==> src/rtl/countdown_ctrl_if.sv <==
// countdown_ctrl_if: pulse inputs and display-facing outputs of the countdown
// timer controller. The master side drives the one-cycle pulses. The slave
// side (the controller) drives the count and the status flags.
interface countdown_ctrl_if #(
  parameter int DIGITS = 2
);
  localparam int SEL_W = (DIGITS > 1) ? $clog2(DIGITS) : 1;

  logic                  tick;
  logic                  pb_start;
  logic                  pb_restart;
  logic                  pb_set;
  logic                  pb_digit;
  logic                  pb_inc;
  logic [4*DIGITS-1:0]   q;
  logic                  is_pause;
  logic                  is_restart;
  logic                  is_setting;
  logic [SEL_W-1:0]      sel_digit;

  modport master (
    output tick, pb_start, pb_restart, pb_set, pb_digit, pb_inc,
    input  q, is_pause, is_restart, is_setting, sel_digit
  );

  modport slave (
    input  tick, pb_start, pb_restart, pb_set, pb_digit, pb_inc,
    output q, is_pause, is_restart, is_setting, sel_digit
  );
endinterface

==> src/rtl/countdown_ctrl.sv <==
// countdown_ctrl: BCD countdown timer controller feeding the LED and 7-segment
// stages. It holds a programmable preset and counts down once per tick. All
// outputs are registered and change on the edge after the input pulse.
// Optional feature macro: COUNTDOWN_AUTO_RELOAD_EN. When it is defined, a tick
// in DONE reloads the preset and resumes counting, which makes a periodic timer.
module countdown_ctrl #(
  parameter int                  DIGITS = 2,
  parameter logic [4*DIGITS-1:0] PRESET = 'h30
) (
  input  logic              clk,
  input  logic              rst,
  countdown_ctrl_if.slave   bus
);
  localparam int SEL_W = (DIGITS > 1) ? $clog2(DIGITS) : 1;

  typedef enum logic [2:0] {
    S_IDLE,
    S_RUN,
    S_PAUSE,
    S_DONE,
    S_SETTING
  } state_t;

  state_t              r_state;
  logic [4*DIGITS-1:0] r_q;
  logic [4*DIGITS-1:0] r_preset;
  logic [SEL_W-1:0]    r_sel;
  logic                r_is_pause;
  logic                r_is_restart;
  logic                r_is_setting;

  state_t              w_state_nxt;
  logic [4*DIGITS-1:0] w_q_nxt;
  logic [4*DIGITS-1:0] w_preset_nxt;
  logic [SEL_W-1:0]    w_sel_nxt;

  // BCD decrement by one, borrowing across digits (e.g. 10 -> 09).
  function automatic logic [4*DIGITS-1:0] bcd_dec(input logic [4*DIGITS-1:0] v);
    logic       borrow;
    logic [3:0] d;
    bcd_dec = v;
    borrow  = 1'b1;
    for (int i = 0; i < DIGITS; i++) begin
      d = v[4*i +: 4];
      if (borrow) begin
        if (d == 4'd0) begin
          d = 4'd9;
        end else begin
          d      = d - 4'd1;
          borrow = 1'b0;
        end
      end
      bcd_dec[4*i +: 4] = d;
    end
  endfunction

  // Next-state logic. Events are checked in priority order, and the first one
  // that applies in the current state wins for that cycle.
  always_comb begin
    // NOTE: every signal gets a default first, so no path can leave one
    // unassigned and infer a latch.
    w_state_nxt  = r_state;
    w_q_nxt      = r_q;
    w_preset_nxt = r_preset;
    w_sel_nxt    = r_sel;
    case (r_state)
      S_IDLE: begin
        if (bus.pb_set) begin
          w_state_nxt = S_SETTING;
        end else if (bus.pb_start) begin
          w_state_nxt = (r_preset == '0) ? S_DONE : S_RUN;
        end
      end
      S_RUN: begin
        if (bus.pb_restart) begin
          w_state_nxt = S_IDLE;
        end else if (bus.pb_start) begin
          w_state_nxt = S_PAUSE;
        end else if (bus.tick) begin
          w_q_nxt = bcd_dec(r_q);
          if (w_q_nxt == '0) w_state_nxt = S_DONE;
        end
      end
      S_PAUSE: begin
        if (bus.pb_restart) begin
          w_state_nxt = S_IDLE;
        end else if (bus.pb_start) begin
          w_state_nxt = S_RUN;
        end
      end
      S_DONE: begin
        if (bus.pb_restart) begin
          w_state_nxt = S_IDLE;
        end
`ifdef COUNTDOWN_AUTO_RELOAD_EN
        else if (bus.tick && (r_preset != '0)) begin
          w_state_nxt = S_RUN;
          w_q_nxt     = r_preset;
        end
`endif
      end
      S_SETTING: begin
        if (bus.pb_set) begin
          w_state_nxt = S_IDLE;
          w_sel_nxt   = '0;
        end else if (bus.pb_digit) begin
          w_sel_nxt = (r_sel == SEL_W'(DIGITS - 1)) ? '0 : r_sel + 1'b1;
        end else if (bus.pb_inc) begin
          for (int i = 0; i < DIGITS; i++) begin
            if (i == int'(r_sel)) begin
              w_preset_nxt[4*i +: 4] = (r_preset[4*i +: 4] >= 4'd9) ? 4'd0
                                     : r_preset[4*i +: 4] + 4'd1;
            end
          end
        end
      end
      default: w_state_nxt = S_IDLE;
    endcase
    // In IDLE and SETTING the count always shows the preset.
    if (w_state_nxt == S_IDLE || w_state_nxt == S_SETTING) w_q_nxt = w_preset_nxt;
  end

  // State, count, preset and registered status flags.
  always_ff @(posedge clk) begin
    // NOTE: state registers use non-blocking assignments, so every register
    // samples the pre-edge values and ordering inside the block cannot matter.
    if (rst) begin
      r_state      <= S_IDLE;
      r_q          <= PRESET;
      r_preset     <= PRESET;
      r_sel        <= '0;
      r_is_pause   <= 1'b1;
      r_is_restart <= 1'b0;
      r_is_setting <= 1'b0;
    end else begin
      r_state      <= w_state_nxt;
      r_q          <= w_q_nxt;
      r_preset     <= w_preset_nxt;
      r_sel        <= w_sel_nxt;
      r_is_pause   <= (w_state_nxt != S_RUN);
      r_is_restart <= (w_state_nxt == S_RUN) || (w_state_nxt == S_PAUSE) ||
                      (w_state_nxt == S_DONE);
      r_is_setting <= (w_state_nxt == S_SETTING);
    end
  end

  assign bus.q          = r_q;
  assign bus.is_pause   = r_is_pause;
  assign bus.is_restart = r_is_restart;
  assign bus.is_setting = r_is_setting;
  assign bus.sel_digit  = r_sel;
endmodule

==> src/flat_wrapper.sv <==
// flat-port wrapper written by rule: the top's interface ports become plain ports
module countdown_ctrl_flat 
#(
  parameter int                  DIGITS = 2,
  parameter logic [4*DIGITS-1:0] PRESET = 'h30
)
  (clk, rst, bus_tick, bus_pb_start, bus_pb_restart, bus_pb_set, bus_pb_digit, bus_pb_inc, bus_q, bus_is_pause, bus_is_restart, bus_is_setting, bus_sel_digit);
  countdown_ctrl_if #(.DIGITS(DIGITS)) bus_i ();
  input  logic clk;
  input  logic rst;
  input wire logic [$bits(bus_i.tick)-1:0] bus_tick;
  input wire logic [$bits(bus_i.pb_start)-1:0] bus_pb_start;
  input wire logic [$bits(bus_i.pb_restart)-1:0] bus_pb_restart;
  input wire logic [$bits(bus_i.pb_set)-1:0] bus_pb_set;
  input wire logic [$bits(bus_i.pb_digit)-1:0] bus_pb_digit;
  input wire logic [$bits(bus_i.pb_inc)-1:0] bus_pb_inc;
  output wire logic [$bits(bus_i.q)-1:0] bus_q;
  output wire logic [$bits(bus_i.is_pause)-1:0] bus_is_pause;
  output wire logic [$bits(bus_i.is_restart)-1:0] bus_is_restart;
  output wire logic [$bits(bus_i.is_setting)-1:0] bus_is_setting;
  output wire logic [$bits(bus_i.sel_digit)-1:0] bus_sel_digit;
  assign bus_i.tick = bus_tick;
  assign bus_i.pb_start = bus_pb_start;
  assign bus_i.pb_restart = bus_pb_restart;
  assign bus_i.pb_set = bus_pb_set;
  assign bus_i.pb_digit = bus_pb_digit;
  assign bus_i.pb_inc = bus_pb_inc;
  assign bus_q = bus_i.q;
  assign bus_is_pause = bus_i.is_pause;
  assign bus_is_restart = bus_i.is_restart;
  assign bus_is_setting = bus_i.is_setting;
  assign bus_sel_digit = bus_i.sel_digit;
  countdown_ctrl #(.DIGITS(DIGITS), .PRESET(PRESET)) u_core (.clk(clk), .rst(rst), .bus(bus_i));
endmodule
==> config.mk <==
export PLATFORM = sky130hd
export DESIGN_NAME = countdown_ctrl_flat
export DESIGN_NICKNAME = d
export VERILOG_FILES = /design/src/rtl/countdown_ctrl_if.sv /design/src/rtl/countdown_ctrl.sv /design/src/flat_wrapper.sv
export SDC_FILE = /design/constraint.sdc
export NUM_CORES = 1
export LEC_CHECK = 0
export BUFFER_PORTS_ARGS = -buffer_cell sky130_fd_sc_hd__buf_2
export CAP_MARGIN = 20
export CORE_ASPECT_RATIO = 0.6
export CORE_UTILIZATION = 60
export DETAILED_ROUTE_END_ITERATION = 8
export GPL_ROUTABILITY_DRIVEN = 0
export PLACE_DENSITY = 0.83
export SLEW_MARGIN = 20
export SYNTH_ARGS = -nofsm -noshare
export SYNTH_HDL_FRONTEND = slang
export SYNTH_SLANG_ARGS = --single-unit
==> constraint.sdc <==
create_clock -name clk -period 4 [get_ports clk]
set_clock_uncertainty 0.15 [all_clocks]
set_input_delay 0.4 -clock clk [delete_from_list [all_inputs] [get_ports clk]]
set_output_delay 0.4 -clock clk [all_outputs]
set_load 0.01 [all_outputs]
==> run summary, run 1 <==
For this run, design rule violations remaining after detail routing come to 0. The number of sinks on the clock net came out at 23. Setup violations remaining at the end of the flow were counted as 0.

The worst setup path is captured at a flop. The switching share of power was 26.53%. The tools report the via count of the first global-routing pass as 1178. The mean area per synthesized cell is 8.671 um2, and the number of ports placed on the die boundary is 20. The average wire length per cell after detail routing came out at 17.07 um.

For the pin with the worst max-slew slack, the measured transition is 0.6372 ns. For this run, the total global-route usage over all layers was measured as 31.87%. The count of buffering cells on the critical path with inverters included is 1. In this run, post-CTS repair resized a total of 0 instances. The worst path needs 2.252 ns of the cycle, external delays included. The final antenna diode count was 0; the vertical die dimension was 39.02 um.

Among all flip-flop cells after synthesis, the most frequent one is sky130_fd_sc_hd__dfxtp_1. The areal power density over the cells works out to 290.1 nW/um2. The flow ran to the end, and the final reports show no timing, DRC or antenna violations.

For this configuration, the core starts out at a cell density of 68.61%. The pin count of the biggest net entering global routing was 20; the number of vias after detailed routing was 1274. Clock latency on the worst-skew pair, taken at its later pin, is 0.28 ns. The tools report the maximum level of the CTS H-tree as 1.

Combinational logic is responsible for 11.1% of the overall power. Synthesis produced 158 cells. From left edge to right edge, the die measures 63.69 um. The highest clock rate was 0.4441 GHz; the row count was 12. IR analysis of the VDD net gives a maximum drop of 0.2181 mV. For this block, the routed nets add up to 3465 um of wire. The overall die area is 2485 um2, and the fraction of registers with async set or reset after synthesis is 0%. In this design, the largest share of critical-path delay is due to simple AND/OR/NAND/NOR gates.

The tools report the number of buffers added by the clock tree synthesis step as 3. The logs give 1370 um2 for the post-synthesis cell area and 0 for the final-report max-slew violation count. The first detailed-routing pass ran for 4 iterations.

The power consumption was 439.6 uW; the area of the core was 1997 um2. The tree is rooted in a sky130_fd_sc_hd__clkbuf_8. After global routing the overflow that remains totals 0.

Setup repair after global routing left no endpoint under its margin. The total nets after synthesis is 174, and the internal portion of total power is 322.9 uW. The number of antenna violations at the first check in global routing is 0, and the number of hold buffers added after CTS is 0.

The count of endpoints failing hold in the final timing report came out at 0. The portion of the clock cycle consumed by the worst path in the final layout is 56.29%. At the worst endpoint, the arrival time is 2.27 ns.

The tools report the post-detailed-placement half-perimeter wirelength as 2528 um. The largest individual stage delay along the critical path comes from the cell sky130_fd_sc_hd__or4b_1. The run gives 0 as the number of max-cap violations.

Traced cell by cell, the critical path runs through inv_1 -> ha_1 -> or4b_1 -> o31ai_2 -> a31oi_1 -> and2_4 -> mux2_4. For the number of nets in the layout, the log shows 192. Utilization of the core after routing: 75.88%. In the routed layout, each cell is associated on average with a via count of 6.276. After clock tree synthesis, the clock-pin slew on the worst setup and hold paths is 0.09 ns. For the worst setup path, the data required time is 4.02 ns.

Sequential cells burn 54.6% of the power. Layout overhead on the synthesized area: 10.59%. The antenna violation net count after detailed routing is 0, and the share of post-route cells with drive strength above 1 is 20.00%. The critical path launch point type was a flop. The first global-routing pass estimated 5630 um of wire. The critical path is of the flop to flop type.

The class of the worst hold path is primary input to flop. The tools report the post-route setup TNS as 0 ns. The number of cells in the design after placement is 199, and the net switching power is 116.6 uW. The layout has 152 filler cells.

The tools report the share of total power in the clock network as 34.2%. The number of cells in the finished layout apart from fillers was 203. Standby leakage power: 0.6306 nW.

For this run, the register share of the synthesized area comes to 33.61%. In this run the deepest clock path goes through 2 buffers. Buffers added to address setup during post-CTS repair amount to 0. In the final layout, flip-flops and latches occupy 460.4 um2. In this run, synthesis inferred 0 flip-flops with an integrated enable. Port buffering added 19 buffers. The worst slew slack as a fraction of its limit is 57.17%, and the distinct cell type count of the synthesized netlist is 49.

TritonCTS built the clock tree. The longest individual stage delay on the worst path was 0.45 ns. The number of DRC markers after the initial detailed-route iteration is 178, and the number of synthesized register bits is 23. Area of the multi-input gates: 848.3 um2. The critical-path maximum fanout was 9; the total number of yosys warnings was 0.
==> flip-flops by register name, indices dropped and copies added (netlist names) <==
signal and cells:
u_core.bus.is_pause 1, u_core.bus.sel_digit 1, u_core.bus.is_setting 1, u_core.bus.q 8
u_core.r_state 3, u_core.bus.is_restart 1, u_core.r_preset 8
==> metrics by stage <==
| step | worst slack, ns | instance area, um2 | hold WS [ns] |
|---|---|---|---|
| floorplan | 1.858 | 1370 | 0.3294 |
| global placement | 1.830 | 1469 | 0.3579 |
| detailed placement | 1.771 | 1469 | 0.3776 |
| CTS | 1.761 | 1515 | 0.2366 |
| global route | 1.663 | 1515 | 0.2374 |
| finish | 1.748 | 1515 | 0.2368 |
==> cell type report <==
| cell class | count | area share (%) |
|---|---|---|
| clock inverter | 1 | 0.3303 |
| timing repair buffer | 19 | 6.276 |
| multi-input combinational | 121 | 55.99 |
| inverter | 8 | 1.982 |
| sequential | 23 | 30.39 |
| tap | 28 | 2.312 |
| clock buffer | 3 | 2.725 |
==> cell usage after synthesis (all sizes together), types with 4 or more instances <==
| library cell | count | area (um2) |
|---|---|---|
| nor2b | 5 | 31.28 |
| nor2 | 17 | 66.32 |
| ha | 8 | 100.1 |
| nand3 | 4 | 20.02 |
| nor3 | 6 | 30.03 |
| a21oi | 13 | 68.82 |
| mux2 | 7 | 105.1 |
| nand2 | 7 | 26.28 |
| dfxtp | 23 | 460.4 |
| inv | 7 | 26.28 |
| o21ai | 13 | 65.06 |
==> cells in the final DEF (no fill, tap or decap), types with 2 or more instances in the layout <==
| cell type | count |
|---|---|
| sky130_fd_sc_hd__dfxtp_1 | 23 |
| sky130_fd_sc_hd__buf_2 | 19 |
| sky130_fd_sc_hd__nor2_1 | 16 |
| sky130_fd_sc_hd__a21oi_1 | 12 |
| sky130_fd_sc_hd__o21ai_0 | 11 |
| sky130_fd_sc_hd__ha_1 | 8 |
| sky130_fd_sc_hd__inv_1 | 7 |
| sky130_fd_sc_hd__nand2_1 | 7 |
| sky130_fd_sc_hd__mux2_4 | 7 |
| sky130_fd_sc_hd__nor3_1 | 6 |
| sky130_fd_sc_hd__nor2b_1 | 5 |
| sky130_fd_sc_hd__nand3_1 | 4 |
| sky130_fd_sc_hd__nand4b_1 | 3 |
| sky130_fd_sc_hd__nand2b_1 | 3 |
| sky130_fd_sc_hd__and3_1 | 3 |
| sky130_fd_sc_hd__clkbuf_8 | 3 |
| sky130_fd_sc_hd__or4b_1 | 2 |
| sky130_fd_sc_hd__and4_1 | 2 |
| sky130_fd_sc_hd__o211ai_1 | 2 |
| sky130_fd_sc_hd__nand4_1 | 2 |
| sky130_fd_sc_hd__o31ai_1 | 2 |
| sky130_fd_sc_hd__o21ai_1 | 2 |
==> power by group through the flow <==
stage                     Clock [mW]  Sequential [mW]  Combinational, mW
final                          0.150            0.240             0.0489
after global routing           0.161            0.241             0.0525
after global placement             0            0.245             0.0459
after CTS                      0.150            0.240             0.0479
after floorplan                    0            0.244             0.0360
after detailed placement           0            0.245             0.0476
==> logic make-up after synthesis <==
family                   share of synthesized area (%)
flip-flops                                       33.61
AND/OR/NAND/NOR                                  26.58
XOR/XNOR                                         1.279
multiplexers                                     8.402
AO/OA/AOI/OAI                                    18.36
adder cells (fa/ha/maj)                          7.306
buffers and inverters                            4.474
==> worst reg2reg max path: stages (launching register included) <==
cell and delay, ns:
sky130_fd_sc_hd__dfxtp_1 0.35, sky130_fd_sc_hd__inv_1 0.13, sky130_fd_sc_hd__ha_1 0.16, sky130_fd_sc_hd__or4b_1 0.45, sky130_fd_sc_hd__o31ai_2 0.18, sky130_fd_sc_hd__a31oi_1 0.15, sky130_fd_sc_hd__and2_4 0.26, sky130_fd_sc_hd__mux2_4 0.31
==> metal layers <==
| metal | vias to the layer above | part of all wire, % | global-route usage, % |
|---|---|---|---|
| met3 | 11 | 11 | 10.59 |
| met5 | - | 0 | 0 |
| met2 | 76 | 41 | 48.94 |
| li1 | 604 | - | - |
| met1 | 583 | 45 | 40.46 |
| met4 | 0 | 2.2 | 15.91 |
==> path summary, 6_finish.rpt <==
path                       from                    to  slack (ns)  depth (start not counted)
min                bus_pb_digit  u_core.bus.sel_digit        0.24                          3
min reg2reg  u_core.r_preset[1]    u_core.r_preset[1]        0.40                          2
max          u_core.r_preset[5]       u_core.bus.q[0]        1.75                          7
max reg2reg  u_core.r_preset[5]       u_core.bus.q[0]        1.75                          7
(Power assumes the default switching activity.)
==> run 2: changes to the inputs <==
Settings changed: ABC_AREA set to 1, CORE_UTILIZATION 60 to 56, PLACE_DENSITY 0.83 to 0.78.
Clock period 4 ns to 2.3 ns, I/O delays scaled along.
==> run summary, run 2 <==
The worst-margin pin slew came out at 0.6161 ns (-0.02110 ns). The logs give 27.82% (-4.1 points) for the overall fraction of global-route tracks in use and 0 (unchanged) for the number of antenna violations at the first check in global routing. The standby leakage power came out at 0.7922 nW (+26%). The via-per-instance ratio is 5.431 (-13%). The run gives 0 (unchanged) as the count of endpoints failing hold in the final timing report. TritonCTS built the clock tree. The count of TritonRoute iterations in the first routing pass was 5 (+1).

Class of the most critical setup path: flop to flop. Walking the worst path, the cells encountered are nor2_4 -> nand2_2 -> o21ai_1 -> nor2_1 -> nand2_1 -> nand2_2 -> nand2_4 -> nand3_4 -> inv_1 -> nand2_1 -> nand2_1 -> nand3_1. Required time at the worst-slack endpoint: 2.30 ns (-1.72 ns).

The layout overhead on the synthesized area is 11.33%. The number of max-cap violations came out at 0 (unchanged). The tools report the remaining global-route overflow as 0 (unchanged). The run gives 0 (unchanged) as the final-report max-slew violation count.

The run gives 3485 um (+0.58%) as the final wirelength. By instance count, the leading cell after synthesis is sky130_fd_sc_hd__nand2_1. The worst flop-to-flop path endpoint was u_core.bus.q[4]. For the row count, the log shows 13 (+1). The path depth of the worst reg2reg path is 12 (+5), and the peak ir drop on the vdd network is 0.3964 mV (+82%). The post-synthesis sequential area ratio came out at 32.08% (-1.5 points). By count the netlist is led by sky130_fd_sc_hd__nand2_1, sky130_fd_sc_hd__inv_1, sky130_fd_sc_hd__nand3_1. The die width works out to 67.36 um (+5.8%). The overall die area is 2776 um2 (+12%). The critical path launch point type is a flop.

The count of flip-flops with a built-in enable after synthesis works out to 0 (unchanged). The tools report the filler cell count in the final layout as 178 (+17%). The number of synthesized register bits is 23 (unchanged), and the number of sinks on the clock net is 23 (unchanged).

The distinct cell type count of the synthesized netlist was 26 (-47%). Final antenna diode count: 0 (unchanged). The share of post-route cells with drive strength above 1 came out at 14.23% (-5.8 points). The logs give 18 (-10%) for the pin count of the biggest net entering global routing and 0 (unchanged) for the final count of negative-setup-slack endpoints.

The worst setup path is captured at a flop. The total nets after synthesis came out at 234 (+34%). By instance count, the cell type seen most on the critical path is sky130_fd_sc_hd__nand2_1. The via count of the first global-routing pass is 1211 (+2.8%).

The total number of yosys warnings was 0 (unchanged). The number of hold buffers added after CTS is 0 (unchanged). The clock latency on the worst-skew pair was 0.26 ns (-0.02 ns). For this design, the slowest cell found on the critical path is sky130_fd_sc_hd__dfxtp_1. The run gives 2.07 ns (-0.20 ns) as the data arrival at the endpoint of the critical path. The commonest non-fill, non-tap cell in the layout is sky130_fd_sc_hd__nand2_1.

The average wire length per cell after detail routing was 12.96 um (-24%); the longest individual stage delay on the worst path was 0.37 ns (-0.08 ns). For the worst slack at placement, the log shows 0.3006 ns (-1.470 ns). The run gives 58.93% (+1.8 points) as the worst slew slack as a fraction of its limit. The cell count after synthesis came out at 218 (+38%).

The highest clock rate is 0.4817 GHz (+8.5%). The post-CTS setup buffer count was 0 (unchanged). The starting density of the core was 62.57% (-6.0 points).

The run gives 0.22 ns (-1.52 ns) as the register-to-register setup slack. The path with the worst hold slack has its endpoint at u_core.bus.sel_digit. The biggest area contributor in the post-synthesis netlist is sky130_fd_sc_hd__dfxtp_1. The final worst setup slack came out at 0.2241 ns (-1.524 ns). In the post-synthesis netlist, the biggest area contributors are sky130_fd_sc_hd__dfxtp_1, sky130_fd_sc_hd__nand2_1, sky130_fd_sc_hd__nand3_1, sky130_fd_sc_hd__inv_1, sky130_fd_sc_hd__ha_1. The worst hold path begins at bus_pb_digit.

The critical-path maximum fanout is 17 (+8). The clock transition at the registers of the reported paths came out at 0.08 ns (about the same). The fraction of registers with async set or reset after synthesis is 0% (unchanged), and the post-route setup TNS is 0 ns (unchanged). The number of DRC markers after the initial detailed-route iteration is 160 (-10%), and the wire length of the first global-routing pass is 5416 um (-3.8%). The maximum level of the CTS H-tree was 1 (unchanged); the cell depth of the worst min-delay path was 3 (unchanged). The area of the multi-input gates is 832.0 um2 (-1.9%), and the maximum clock insertion buffer count is 2 (unchanged).

The worst register-to-register path begins at u_core.bus.q[1]. The DRC violations left is 0 (unchanged). The cell class contributing the biggest share of worst-path delay was simple AND/OR/NAND/NOR gates. The count of buffering cells on the critical path with inverters included is 1 (unchanged). Share of Yosys cell area claimed by the top area cell type: 32.08% (-1.5 points). Area of the core: 2293 um2 (+15%). The flow ran to the end, and the final reports show no timing, DRC or antenna violations. The mean area per synthesized cell works out to 6.583 um2 (-24%).

The logs give 0 (unchanged) for the antenna violation net count after detailed routing and 460.4 um2 (unchanged) for the total area of sequential cells. The vertical die dimension was 41.21 um (+5.6%). The number of nets in the layout was 256 (+33%); the number of vias after detailed routing was 1461 (+15%). In the layout the commonest cells are sky130_fd_sc_hd__nand2_1, sky130_fd_sc_hd__inv_1, sky130_fd_sc_hd__nand3_1. The tools report the root cell of the clock tree as sky130_fd_sc_hd__clkbuf_8. The portion of the clock cycle consumed by the worst path in the final layout is 90.25% (+34 points). Number of instances resized during post-cts repair: 0 (unchanged). For this run, the leading register cell type out of synthesis is sky130_fd_sc_hd__dfxtp_1. The logs give 20 (unchanged) for the number of ports placed on the die boundary and 3 (unchanged) for the number of buffers added by the clock tree synthesis step. For the post-synthesis cell area, the log shows 1435 um2 (+4.7%).

The post-layout minimum cycle time works out to 2.076 ns (-0.1758 ns). The tightest min-delay check is of the primary input to flop type. The post-detailed-placement half-perimeter wirelength is 2726 um (+7.8%), and the areal power density over the cells is 590.5 nW/um2 (+100%).

Number of I/O port buffers: 19 (unchanged). Setup repair after global routing left no endpoint under its margin.
run 2: tightest hold or removal path, cell delays in order:
cell and delay, ns:
sky130_fd_sc_hd__buf_2 0.11, sky130_fd_sc_hd__nand4_1 0.08, sky130_fd_sc_hd__a21oi_1 0.05
run 2: routing by layer:
layer | share of wire, % | up-vias | GRT usage [%]
met4 | 0.60 | 0 | 7.979
met1 | 48 | 655 | 37.15
li1 | - | 745 | -
met3 | 7.2 | 4 | 5.833
met5 | 0 | - | 0
met2 | 44 | 57 | 46.00
run 2: area by class of cell:
class                           instances  share of cell area, %
Timing Repair Buffer                   20                  6.421
Inverter                               32                  7.518
Tap cell                               30                  2.349
Multi-Input combinational cell        160                  52.08
Sequential cell                        23                  28.82
Clock buffer                            4                  2.819
run 2: logic make-up (layout without fill, tap and decap cells):
kind of cell               Yosys count  after routing  synth area share, %
AOI/OAI and AO/OA                   27             27                10.20
xor gates and xnor gates             1              1               0.6104
adders and majority gates            8              8                6.975
buffers and inverters               35             56                9.938
DFF                                 23             23                32.08
and+or+nand+nor                    124            124                40.19
run 2: through the flow:
step / power [mW] / util (%) / hold slack [ns] / instances / area, um2
after floorplan: 0.6330 / - / 0.2493 / 218 / 1435
after global routing: 0.9943 / 69.67 / 0.1044 / 269 / 1598
after global placement: 0.6838 / 67.70 / 0.3508 / 265 / 1553
after detailed placement: 0.6960 / 67.70 / 0.3471 / 265 / 1553
final: 0.9435 / 69.67 / 0.09165 / 269 / 1598
after CTS: 0.9443 / 69.67 / 0.09145 / 269 / 1598
run 2: worst max path at each step:
stage / startpoint / end / slack [ns] / depth (start not counted)
after floorplan: u_core.r_preset[4] / u_core.bus.q[4] / 0.48 / 9
after global placement: u_core.r_preset[0] / u_core.bus.q[4] / 0.37 / 10
after detailed placement: u_core.r_preset[4] / u_core.bus.q[4] / 0.30 / 10
after CTS: u_core.r_preset[0] / u_core.bus.q[4] / 0.28 / 10
after global routing: u_core.bus.q[1] / u_core.bus.q[4] / 0.09 / 12
final: u_core.bus.q[1] / u_core.bus.q[4] / 0.22 / 12
run 2: power by group:
group	switching, mW	internal (mW)	leakage, nW
clock	0.128	0.124	0.0228
combinational	0.157	0.0826	0.582
sequential	0.0281	0.425	0.188
total	0.313	0.631	0.792
==> run 3: changes to the inputs <==
Settings changed: BUFFER_PORTS_ARGS -buffer_cell sky130_fd_sc_hd__buf_2 to not set, CORE_UTILIZATION 56 to 53, DONT_BUFFER_PORTS set to 1, PLACE_DENSITY 0.78 to 0.76.
==> run summary, run 3 (same netlist as run 2, synthesis figures left out) <==
Worst-case hold slack: 0.01197 ns (-0.07968 ns). Number of I/O port buffers: 0 (-19). The root cell of the clock tree was sky130_fd_sc_hd__clkbuf_8. The tools report the post-detailed-placement half-perimeter wirelength as 2414 um (-11%). Critical path launch point type: a flop.

The startpoint of the lowest-slack hold path was rst. The post-route setup TNS came out at 0 ns (unchanged). The peak ir drop on the vdd network was 0.3046 mV (-23%). The cell depth of the worst min-delay path came out at 2 (-1).

Leaving out fill and tap cells, the most frequent cell in the layout is sky130_fd_sc_hd__nand2_1. The critical-path maximum fanout came out at 17 (unchanged). The tools report the final-report max-slew violation count as 0 (unchanged). The area of the core came out at 2540 um2 (+11%). The run finished with clean final reports.

The global-route layer with the greatest usage was met2. The path depth of the worst reg2reg path was 12 (unchanged). The run gives 18 (unchanged) as the pin count of the biggest net entering global routing. Number of vias after detailed routing: 1374 (-6.0%). The number of ports placed on the die boundary was 20 (unchanged); the share of total power in the clock network was 27.6% (+1.0 points). The longest individual stage delay on the worst path is 0.40 ns (+0.03 ns).

For the met3 track demand over resource in global routing, the log shows 6.971% (+1.1 points). The run gives 0 (unchanged) as the final antenna diode count. The filler cell count in the final layout was 258 (+45%). Cell type of the slowest stage on the worst timing path: sky130_fd_sc_hd__dfxtp_1. The tools report the number of antenna violations at the first check in global routing as 0 (unchanged). The wire length of the first global-routing pass came out at 5451 um (+0.65%).

For the count of TritonRoute iterations in the first routing pass, the log shows 5 (unchanged). The portion of the clock cycle consumed by the worst path in the final layout is 89.57% (-0.69 points), and the data arrival at the endpoint of the critical path is 2.06 ns (about the same). The count of endpoints failing hold in the final timing report is 0 (unchanged). For the DRC violations left, the log shows 0 (unchanged). The tools report the maximum clock insertion buffer count as 2 (unchanged). The run gives 2.30 ns (about the same) as the required time at the worst-slack endpoint. The logs give 0.4854 GHz (+0.77%) for the highest clock rate and 92 (-43%) for the number of DRC markers after the initial detailed-route iteration.

The maximum level of the CTS H-tree came out at 1 (unchanged). The number of buffers added by the clock tree synthesis step was 3 (unchanged). The tools report the capturing element type of the critical path as a flop.

The final wirelength is 3221 um (-7.6%). The vertical die dimension was 42.31 um (+2.7%). The number of sinks on the clock net is 23 (unchanged).

For the number of nets in the layout, the log shows 242 (-5.5%). The net switching power was 304.2 uW (-2.7%). The via-per-instance ratio came out at 5.346 (-1.6%). The library cells used most frequently in the layout, excluding fill and tap cells, are sky130_fd_sc_hd__nand2_1, sky130_fd_sc_hd__inv_1, sky130_fd_sc_hd__nand3_1. Post-layout minimum cycle time: 2.060 ns (-0.01579 ns). The tools report the met1 track demand over resource as 34.63% (-2.5 points). The internal portion of total power was 621.3 uW (-1.5%). The final count of negative-setup-slack endpoints came out at 0 (unchanged). The worst flop-to-flop path endpoint was u_core.bus.q[4]. The overall die area was 2927 um2 (+5.4%); the remaining global-route overflow was 0 (unchanged).

The path with the worst hold slack has its endpoint at u_core.r_preset[5]. The average wire length per cell after detail routing came out at 12.53 um (-3.3%). The worst slew slack as a fraction of its limit was 59.25% (+0.32 points). The tools report the number of max-cap violations as 0 (unchanged). TritonCTS built the clock tree. The run gives 14 (+1) as the row count. The standby leakage power was 0.7306 nW (-7.8%). For the starting density of the core, the log shows 56.50% (-6.1 points).

Setup repair after global routing left no endpoint under its margin. The antenna violation net count after detailed routing is 0 (unchanged). The worst-margin pin slew is 0.6092 ns (-0.006865 ns). The switching share of power is 32.87% (-0.26 points).

The clock transition at the registers of the reported paths is 0.09 ns (about the same), and the clock latency on the worst-skew pair is 0.27 ns (about the same). The share of post-route cells with drive strength above 1 was 7.556% (-6.7 points). Die width: 69.18 um (+2.7%). The critical path goes through nor2_4 -> nand2_2 -> o21ai_1 -> nor2_1 -> nand2_1 -> nand2_2 -> nand2_4 -> nand3_4 -> inv_1 -> nand2_1 -> nand2_1 -> nand3_1. The most repeated library cell on the critical path was sky130_fd_sc_hd__nand2_1. The critical path is of the flop to flop type.

The class of the worst hold path was primary input to flop. The tools report the utilization of the core after routing as 61.13% (-8.5 points). The logs give 50.3% (+2.3 points) for the sequential power share and 23.83% (-4.0 points) for the overall fraction of global-route tracks in use. The fraction of power consumed by combinational cells was 22.1% (-3.3 points). The worst register-to-register path begins at u_core.bus.q[1]. Register-to-register setup slack: 0.24 ns (+0.02 ns). Layout overhead on the synthesized area: 8.195%. Via count of the first global-routing pass: 1201 (-0.83%). The fraction of met2 tracks used by global routing was 34.95% (-11 points); the areal power density over the cells was 596.0 nW/um2 (+0.93%).
[run 3: cell count changes in the layout (fill, tap and decap cells not counted), sizes merged]
cell         before  now
buf              20    2
dlygate4sd3       0    4
[run 3: through the flow]
step	power (mW)	worst slack (ns)	instances	cell area (um2)
after floorplan	0.6330	0.4844	218	1435
after global placement	0.6631	0.3273	249	1468
after detailed placement	0.6649	0.2721	249	1468
after CTS	0.9251	0.2635	257	1553
after global routing	0.9715	0.07803	257	1553
final	0.9255	0.2399	257	1553
[run 3: power by group through the flow]
stage	sequential, mW	combinational [mW]	clock (mW)
3_5_place_dp	0.475	0.190	0
2_1_floorplan	0.468	0.165	0
6_report	0.466	0.204	0.256
5_1_grt	0.470	0.230	0.271
3_3_place_gp	0.475	0.188	0
4_1_cts	0.466	0.202	0.257
[run 3: worst max-delay path by stage]
stage | startpoint | end | slack, ns
2_1_floorplan | u_core.r_preset[4] | u_core.bus.q[4] | 0.48
3_3_place_gp | u_core.bus.q[1] | u_core.bus.q[4] | 0.33
3_5_place_dp | u_core.r_preset[4] | u_core.bus.q[4] | 0.27
4_1_cts | u_core.bus.q[1] | u_core.bus.q[4] | 0.26
5_1_grt | u_core.r_state[0] | u_core.bus.q[3] | 0.08
6_report | u_core.bus.q[1] | u_core.bus.q[4] | 0.24
[run 3: worst max-delay path: cells and delay by family (launching register included)]
| family | cells | cell delay, ns |
|---|---|---|
| simple gates | 10 | 1.05 |
| flops | 1 | 0.40 |
| compound gates | 1 | 0.17 |
| buf+inv | 1 | 0.16 |
[run 3: layout make-up]
| class | instances | area (um2) | share of cell area [%] |
|---|---|---|---|
| Multi-Input combinational cell | 160 | 832.0 | 53.59 |
| Sequential cell | 23 | 460.4 | 29.65 |
| Tap cell | 32 | 40.04 | 2.579 |
| Inverter | 32 | 120.1 | 7.736 |
| Clock buffer | 4 | 45.04 | 2.901 |
| Timing Repair Buffer | 6 | 55.05 | 3.546 |
[run 3: what timing repair did]
| action | 4_1_cts | 5_1_grt |
|---|---|---|
| setup buffers | 0 | 0 |
| endpoints found under the setup margin | 0 | 1 |
| hold endpoints to repair | 17 | 0 |
| hold buffers | 4 | 0 |
| gates resized for setup | 0 | 1 |
[run 3: per-layer routing]
metal	wire length, um	part of all wire, %	vias up
li1	-	-	718
met1	1642	51	609
met2	1283	40	43
met3	272	8.4	4
met4	22	0.68	0
met5	0	0	-
